==> src/rtl/adc_sampler.sv <==
// ADC front end: syncs JA, block-averages samples on a fixed tick and raises a ready/ack flag.
// Average lands one edge after the last tick and the rest/active flags one edge later; an unacked average gets overwritten and sets sticky overrun.
module adc_sampler #(
   parameter int          SAMPLE_DIV = 500,
   parameter int          LOG2_AVG   = 3,
   parameter logic [7:0]  HI_THRESH  = 8'd160,
   parameter logic [7:0]  LO_THRESH  = 8'd96,
   parameter int          HOLD       = 2
) (
   input  logic       clock,
   input  logic       ctrl_reset,
   input  logic [7:0] JA,
   input  logic       rd_ack,
   output logic [7:0] adc_avg,
   output logic       adc_ready,
   output logic       overrun,
   output logic       rest,
   output logic       active
);

   localparam int DW = $clog2(SAMPLE_DIV);
   localparam int CW = (LOG2_AVG > 0) ? LOG2_AVG : 1;
   localparam int AW = 8 + LOG2_AVG;
   localparam int HW = $clog2(HOLD + 1);

   localparam logic [DW-1:0] DIV_LAST  = DW'(SAMPLE_DIV - 1);
   localparam logic [CW-1:0] CNT_LAST  = CW'((1 << LOG2_AVG) - 1);
   localparam logic [HW-1:0] HOLD_LAST = HW'(HOLD - 1);

   localparam logic [1:0] WARMUP = 2'd0;
   localparam logic [1:0] REST   = 2'd1;
   localparam logic [1:0] ACTIVE = 2'd2;

   logic [7:0]    ja_m_q, ja_s_q;
   logic [DW-1:0] div_q, div_d;
   logic [CW-1:0] cnt_q, cnt_d;
   logic [AW-1:0] acc_q, acc_d;
   logic [7:0]    avg_q, avg_d;
   logic          ready_q, ready_d;
   logic          ovr_q, ovr_d;
   logic          new_avg_q, new_avg_d;
   logic [1:0]    state_q, state_d;
   logic [HW-1:0] hold_q, hold_d;
   logic          rest_q, rest_d;
   logic          active_q, active_d;

   logic          tick;
   logic          block_done;
   logic          ack;
   logic [AW-1:0] sum;

   assign tick       = (div_q == DIV_LAST);
   assign block_done = tick && (cnt_q == CNT_LAST);
   assign ack        = rd_ack && ready_q;
   assign sum        = acc_q + AW'(ja_s_q);

   always_comb begin
      div_d     = tick ? '0 : div_q + DW'(1);
      cnt_d     = cnt_q;
      acc_d     = acc_q;
      avg_d     = avg_q;
      ready_d   = ready_q;
      ovr_d     = ovr_q;
      new_avg_d = block_done;
      if (tick) begin
         cnt_d = (cnt_q == CNT_LAST) ? '0 : cnt_q + CW'(1);
         acc_d = sum;
      end
      if (block_done) begin
         acc_d   = '0;
         avg_d   = sum[LOG2_AVG +: 8];
         ready_d = 1'b1;
         // An ack in the same cycle consumes the old value, so it is not an overrun.
         if (ack)
            ovr_d = 1'b0;
         else if (ready_q)
            ovr_d = 1'b1;
      end else if (ack) begin
         ready_d = 1'b0;
         ovr_d   = 1'b0;
      end
   end

   always_comb begin
      state_d = state_q;
      hold_d  = hold_q;
      if (new_avg_q) begin
         case (state_q)
            WARMUP: begin
               state_d = (avg_q >= HI_THRESH) ? ACTIVE : REST;
               hold_d  = '0;
            end
            REST: begin
               if (avg_q >= HI_THRESH) begin
                  if (hold_q == HOLD_LAST) begin
                     state_d = ACTIVE;
                     hold_d  = '0;
                  end else begin
                     hold_d = hold_q + HW'(1);
                  end
               end else begin
                  hold_d = '0;
               end
            end
            ACTIVE: begin
               if (avg_q <= LO_THRESH) begin
                  if (hold_q == HOLD_LAST) begin
                     state_d = REST;
                     hold_d  = '0;
                  end else begin
                     hold_d = hold_q + HW'(1);
                  end
               end else begin
                  hold_d = '0;
               end
            end
            default: begin
               state_d = WARMUP;
               hold_d  = '0;
            end
         endcase
      end
      rest_d   = (state_d == REST);
      active_d = (state_d == ACTIVE);
   end

   always_ff @(posedge clock) begin
      if (ctrl_reset) begin
         ja_m_q    <= '0;
         ja_s_q    <= '0;
         div_q     <= '0;
         cnt_q     <= '0;
         acc_q     <= '0;
         avg_q     <= '0;
         ready_q   <= 1'b0;
         ovr_q     <= 1'b0;
         new_avg_q <= 1'b0;
         state_q   <= WARMUP;
         hold_q    <= '0;
         rest_q    <= 1'b0;
         active_q  <= 1'b0;
      end else begin
         ja_m_q    <= JA;
         ja_s_q    <= ja_m_q;
         div_q     <= div_d;
         cnt_q     <= cnt_d;
         acc_q     <= acc_d;
         avg_q     <= avg_d;
         ready_q   <= ready_d;
         ovr_q     <= ovr_d;
         new_avg_q <= new_avg_d;
         state_q   <= state_d;
         hold_q    <= hold_d;
         rest_q    <= rest_d;
         active_q  <= active_d;
      end
   end

   assign adc_avg   = avg_q;
   assign adc_ready = ready_q;
   assign overrun   = ovr_q;
   assign rest      = rest_q;
   assign active    = active_q;

endmodule

==> config.mk <==
export PLATFORM = sky130hd
export DESIGN_NAME = adc_sampler
export DESIGN_NICKNAME = d
export VERILOG_FILES = /design/src/rtl/adc_sampler.sv
export SDC_FILE = /design/constraint.sdc
export NUM_CORES = 1
export LEC_CHECK = 0
export ABC_AREA = 1
export CAP_MARGIN = 20
export CELL_PAD_IN_SITES_DETAIL_PLACEMENT = 0
export CELL_PAD_IN_SITES_GLOBAL_PLACEMENT = 1
export CORE_ASPECT_RATIO = 1.2
export CORE_MARGIN = 3
export CORE_UTILIZATION = 38
export DETAILED_ROUTE_END_ITERATION = 10
export GPL_TIMING_DRIVEN = 0
export MAX_ROUTING_LAYER = met4
export PLACE_DENSITY = 0.75
export SYNTH_ARGS = -nofsm -noshare
export SYNTH_HDL_FRONTEND = slang
export SYNTH_SLANG_ARGS = --single-unit
==> constraint.sdc <==
create_clock -name clock -period 1.9 [get_ports clock]
set_clock_uncertainty 0.15 [all_clocks]
set_input_delay 0.285 -clock clock [delete_from_list [all_inputs] [get_ports clock]]
set_output_delay 0.285 -clock clock [all_outputs]
set_load 0.01 [all_outputs]
==> results of run 1 <==
-- kinds of logic after synthesis --
kind of cell / synth area share, %
DFF: 42.9
and+or+nand+nor: 23.5
AOI/OAI and AO/OA: 11.6
xor gates and xnor gates: 2.01
buffers and inverters: 12.1
adders and majority gates: 7.94
-- through the flow --
stage	util [%]	setup slack, ps	cells	total power [mW]
after floorplan	-	74.1	344	1.29
after global placement	44.8	-144	451	1.32
after detailed placement	44.8	-159	451	1.33
after CTS	46.9	20.6	460	2.15
after global routing	48.1	-15.2	464	2.20
final	48.1	48.6	464	2.12
-- tightest hold or removal path: stages (launching register included) --
cell and delay, ps:
dfxtp_1 310, inv_1 40, nor2_1 30
-- cells in the final DEF, fill, tap and decap left out, types with 2 or more instances in the layout --
master,Yosys,final
o21ai_1,4,6
ha_4,0,2
clkdlybuf4s50_1,0,22
ha_1,15,13
buf_6,2,2
dfxtp_1,56,53
nand3_1,15,13
inv_1,65,65
inv_2,3,3
xnor2_1,2,2
nand3_2,2,4
dfxtp_2,0,3
xor2_1,4,4
clkbuf_8,0,6
nor3_2,1,2
a21oi_1,20,19
o31ai_1,3,3
buf_4,0,5
o21ai_2,2,2
nor2_1,47,47
o21ai_0,14,12
o211ai_2,2,2
a21oi_2,2,3
a211oi_1,2,2
nand2_2,2,4
nand2_1,65,63
nand2_4,2,2
-- layout make-up --
class / instances / area (um2)
multi-input combinational: 213 / 1230
clock inverter: 2 / 38.8
fill: 689 / 3410
timing repair buffer: 27 / 258
inverter: 70 / 270
sequential: 56 / 1120
tap: 85 / 106
clock buffer: 6 / 82.6
buffer: 5 / 45.0
-- state kept, by name, indices dropped and copies added, names as in the netlist, 2 cells and up --
register  count
state_q       2
div_q         9
acc_q        11
ja_s_q        8
cnt_q         3
hold_q        2
adc_avg       8
ja_m_q        8
-- power by group --
part | internal (mW) | switching [mW]
registers | 1.19 | 0.00894
clock network | 0.432 | 0.390
logic | 0.0442 | 0.0531
total | 1.67 | 0.452
-- per-layer routing --
layer	wire length, um	GRT usage (%)
met1	2300	16.5
met3	123	2.79
met2	2280	21.5
met5	0	-
met4	80	4.60
-- timing repair --
item                                    4_1_cts  5_1_grt
endpoints found under the setup margin        5       10
gates resized for setup                       3       12
pin swaps                                     1        8
buffers inserted                              1        4
-- how the worst max path moves through the flow --
stage	to	slack (ps)	cells after the start
2_1_floorplan	acc_q[6]	70	9
3_3_place_gp	ja_m_q[6]	-140	4
3_5_place_dp	ja_s_q[0]	-160	4
4_1_cts	acc_q[10]	20	12
5_1_grt	acc_q[6]	-20	9
6_report	acc_q[5]	50	8
==> metrics, run 1 <==
GRT Total Usage=a little over an eighth; Rows=32; fin crit period=about 1900 ps; Final period util=between 90 and 100%; Initial Util=39.8%; Die X=about 82 um; IO Count=23; Worst-path clk slew=100 ps; R2R Path Start=ja_s_q[2]; Worst path most repeated cell=nand2_1; crit path kind=flip-flop to flip-flop; sequential fraction of the synthesis area=42.9%; PortBufs=22; Leak=1.46 nW; DP HPWL=3620 um; async set-or-reset flop fraction in the synthesized netlist=0%; critical path peak fanout=5; die height=between 90 and 100 um; top cells by count, synth=inv_1, nand2_1, dfxtp_1; H-tree Lvls=2; crit path max-delay cell type=ha_1; R2R Path End=acc_q[5]; post-synthesis average cell area=around 7.6 um2; worst hold start=ja_m_q[1]; cell breakdown of the critical path=ha_1 -> nand2_1 -> nand3_1 -> a21oi_1 -> xor2_1 -> nand2_1 -> o211ai_2 -> inv_2; 1st-iter DRT viols=57; Mapped Cells=344; DR vias/cell=between 4 and 5; Seq cells post-synth=between 50 and 60; worst-margin pin slew=517 ps; drt first pass iters=4; Hold EP=ja_s_q[1]; Post-synth EDFFs=0; hold slack final=254 ps; Final Wtd Congestion=between 0.7 and 0.8; Critical Path Start=ja_s_q[2]; area leader, netlist=dfxtp_1; FF-to-FF setup slack=a little under 50 ps; Hold Buf Count CTS=0; Final Hold Vio Count=0; status=finished clean; Cell Area, Placed=2940 um2; die area=around 7900 um2; Post-Route WL=4790 um; # diodes=0; clock sink total=56; hold depth=2; maximum clock rate=about 540 MHz; root buf cell=clkbuf_8; first-pass GRT wire length=around 8200 um; crit path DAT=around 1900 ps; Final setup viols=0; Max VDD drop=approximately 0.4 mV; Syn Nets=~370; antenna viol nets, final=0; Max Cap Viol=0; largest net degree at the start of global routing=18; Hold/Removal Path Class=flip-flop to flip-flop; grt ovf=0; Final Instance Area=3160 um2; setup TNS=0 ps; Synth cell types=35; total power per unit cell area=between 600 and 700 nW/um2; synthesis warning total=0; routed len/inst=10.3 um; family with the most delay on the worst path=adder cells; Synth top area share=42.9%; Critical Path Source Type=flip-flop; crit path buf inv count=1; Worst EP required=1960 ps; RSZ-0062 raised after global routing=yes; Slew Viols, Final=0; Worst-Skew Late Latency=between 300 and 400 ps; total CTS buffers=5; Core Region=6570 um2; CTS Buffer Depth=2; layout cells sized above 1=between 10 and 15%; vias in the first global route=~1,900; Worst path max stage delay=370 ps; largest cells by area after synthesis=dfxtp_1, inv_1, nand2_1; Layout area overhead=20.7%; Post-synth top flop=dfxtp_1; fin nets=slightly above 400; TritonCTS clock tree=yes; kind of end point of the critical path=flip-flop; Worst slew margin=between 60% and 70%; Post-Syn Area=between 2000 and 3000 um2; initial antenna violation count=0; R2R cell count=8; DRC viols=0; vias post-DR=2,086
(Power assumes the default switching activity.)
==> run 2: changes to the inputs <==
--- a/config.mk
+++ b/config.mk
@@ -16,6 +16,7 @@
 export GPL_TIMING_DRIVEN = 0
 export MAX_ROUTING_LAYER = met4
 export PLACE_DENSITY = 0.75
+export SLEW_MARGIN = 30
 export SYNTH_ARGS = -nofsm -noshare
 export SYNTH_HDL_FRONTEND = slang
 export SYNTH_SLANG_ARGS = --single-unit
==> results of run 2 <==
The final DEF is identical to that of run 1; final timing and power are the same.
==> run 3: changes to the inputs <==
--- a/config.mk
+++ b/config.mk
@@ -5,17 +5,17 @@
 export SDC_FILE = /design/constraint.sdc
 export NUM_CORES = 1
 export LEC_CHECK = 0
-export ABC_AREA = 1
 export CAP_MARGIN = 20
 export CELL_PAD_IN_SITES_DETAIL_PLACEMENT = 0
 export CELL_PAD_IN_SITES_GLOBAL_PLACEMENT = 1
 export CORE_ASPECT_RATIO = 1.2
 export CORE_MARGIN = 3
-export CORE_UTILIZATION = 38
+export CORE_UTILIZATION = 39
 export DETAILED_ROUTE_END_ITERATION = 10
 export GPL_TIMING_DRIVEN = 0
+export HOLD_SLACK_MARGIN = 0.02
 export MAX_ROUTING_LAYER = met4
-export PLACE_DENSITY = 0.75
+export PLACE_DENSITY = 0.74
 export SLEW_MARGIN = 30
 export SYNTH_ARGS = -nofsm -noshare
 export SYNTH_HDL_FRONTEND = slang
==> run 3 against run 2 <==
The run now ends with negative setup slack left; sequential share of layout area is 2.0 points lower; combinational power grew 14%; flip-flop and latch count is the same; worst hold slack better by 39 ps; via count increased by 5.8%; wire length is 23% higher.
==> metrics, run 3 <==
vias in the first global route=2,050; most frequent cells in the layout=dfxtp_1, clkdlybuf4s50_1, a21oi_1, nand2_1, nor2b_1; fin crit period=a little over 2000 ps; DRC viols=0; status=finished with violations; Leak=about 1.2 nW; Worst EP required=around 2000 ps; Synth cell types=between 40 and 50; Cell Area, Placed=between 2000 and 3000 um2; Post-Route WL=a little under 6000 um; # diodes=0; met1 wire length=2530 um; Final period util=106%; RSZ-0062 raised after global routing=yes; Final Hold Vio Count=0; CTS Buffer Depth=2; largest net degree at the start of global routing=19; Final Wtd Congestion=a little under 0.8; Core Region=about 6200 um2; initial antenna violation count=0; Worst-path clk slew=100 ps; DP HPWL=4020 um; grt ovf=0; post-synthesis average cell area=~9.2 um2; Die X=79.7 um; hold slack final=between 200 and 300 ps; first-pass GRT wire length=around 9800 um; crit path DAT=around 2100 ps; vias post-DR=between 2,000 and 2,500; Layout area overhead=33.4%; most frequent cell after synthesis=dfxtp_1; area leader, netlist=dfxtp_1; die height=approximately 94 um; Worst-Skew Late Latency=roughly 330 ps; Synth top area share=44.1%; root buf cell=clkbuf_8; critical path peak fanout=5; crit path max-delay cell type=or4b_1; TritonCTS clock tree=yes; Final Instance Area=3390 um2; Rows=31; total power per unit cell area=589 nW/um2; failing checks=negative setup slack; routed len/inst=around 15 um; Post-synth top flop=dfxtp_1; Post-synth EDFFs=0; maximum clock rate=just under 500 MHz; Max VDD drop=around 0.35 mV; Final setup viols=7; IO Count=23; sequential fraction of the synthesis area=roughly 44%; setup TNS=-338 ps; largest cells by area after synthesis=dfxtp_1, ha_1, a21oi_1; PortBufs=22; kind of end point of the critical path=flip-flop; antenna viol nets, final=0; Detail Route met3 WL=181 um; 1st-iter DRT viols=89; Slew Viols, Final=0; GRT Total Usage=around 17%; Hold Buf Count CTS=0; top cells by count, synth=dfxtp_1, a21oi_1, nand2_1; die area=~7500 um2; layout cells sized above 1=approximately 23%; Syn Nets=between 300 and 400; Initial Util=41.2%; synthesis warning total=0; Worst path max stage delay=around 470 ps; PnR worst setup slack=-121 ps; Hold/Removal Path Class=flip-flop to flip-flop; DR WL met2=roughly 3000 um; H-tree Lvls=2; fin nets=350; Post-Syn Area=approximately 2500 um2; top flop regs=acc_q x11, div_q x9; worst-margin pin slew=593 ps; async set-or-reset flop fraction in the synthesized netlist=0%; placed cell count=between 300 and 400; total CTS buffers=5; max FFs per register=11; Max Cap Viol=0; cell breakdown of the critical path=ha_2 -> nand2_1 -> o31a_1 -> or4b_1 -> a31oi_1; DR vias/cell=5.44; crit path kind=flip-flop to flip-flop; Critical Path Source Type=flip-flop; Max Used Layer=met4; Seq cells post-synth=56; Most flops, register=acc_q; filler instances=around 570; commonest non-fill, non-tap cell in the layout=dfxtp_1; Worst slew margin=roughly 60%; drt first pass iters=4; fin cells=406; clock sink total=56; Mapped Cells=approximately 280
## run 3: cell types whose count changed after synthesis, moves of 6 or more
cell / change
clkbuf_1: +10
o211ai_1: +6
nor3_1: +10
nor2b_1: +17
nor2_1: -33
inv_1: -58
nand3_1: -10
nand2_1: -43
nand3b_1: +8
## run 3: metrics by stage
stage	total power [mW]	utilization [%]	worst slack, ps
after CTS	2.01	52.6	-170
after global routing	2.07	55.0	-208
final	2.00	55.0	-121
after floorplan	1.30	-	-36.4
after detailed placement	1.34	47.5	-366
after global placement	1.34	47.5	-330
## run 3: worst paths after layout
kind / from / endpoint / slack, ps / depth (start not counted)
setup / recovery: acc_q[4] / acc_q[10] / -120 / 5
hold / removal: ja_m_q[0] / ja_s_q[0] / 290 / 1
setup reg to reg: acc_q[4] / acc_q[10] / -120 / 5
hold reg to reg: ja_m_q[0] / ja_s_q[0] / 290 / 1
## run 3: kinds of logic after synthesis
kind of cell,after synthesis,share of synthesized area (%)
mux,3,1.18
fa+ha+maj,16,8.17
buf+inv,20,3.05
simple gates,103,22.7
flops,56,44.1
compound gates,68,17.3
xor+xnor,10,3.44
## run 3: layout make-up
class / count / area (um2) / share of cell area (%)
Multi-Input combinational cell: 200 / 1580 / 46.7
Tap cell: 82 / 103 / 3.02
Clock inverter: 3 / 23.8 / 0.701
Clock buffer: 5 / 68.8 / 2.03
Sequential cell: 56 / 1140 / 33.6
Timing Repair Buffer: 43 / 397 / 11.7
Inverter: 7 / 26.3 / 0.775
Buffer: 10 / 48.8 / 1.44
## run 3: repair_timing
item | CTS | global route
endpoints found under the setup margin | 27 | 23
buffers inserted | 14 | 7
resized for setup | 32 | 26
pin swaps | 9 | 16
gates cloned | 0 | 0
## run 3: report_power, final
part           internal, mW  switching (mW)  total [mW]
sequential             1.19          0.0180        1.21
clock                 0.262           0.412       0.674
combinational        0.0603          0.0507       0.111
total                  1.52           0.481        2.00
## run 3: worst max-delay path, delay by kind of cell (launching register included)
family	cells	cell delay (ps)
and+or+nand+nor	2	580
adders and majority gates	1	390
DFF	1	350
AOI/OAI and AO/OA	2	480
## run 3: metal layers
layer	vias up	GRT usage, %
met5	-	-
met4	0	6.02
met3	9	3.34
met2	35	28.2
met1	1074	20.7
li1	1089	-
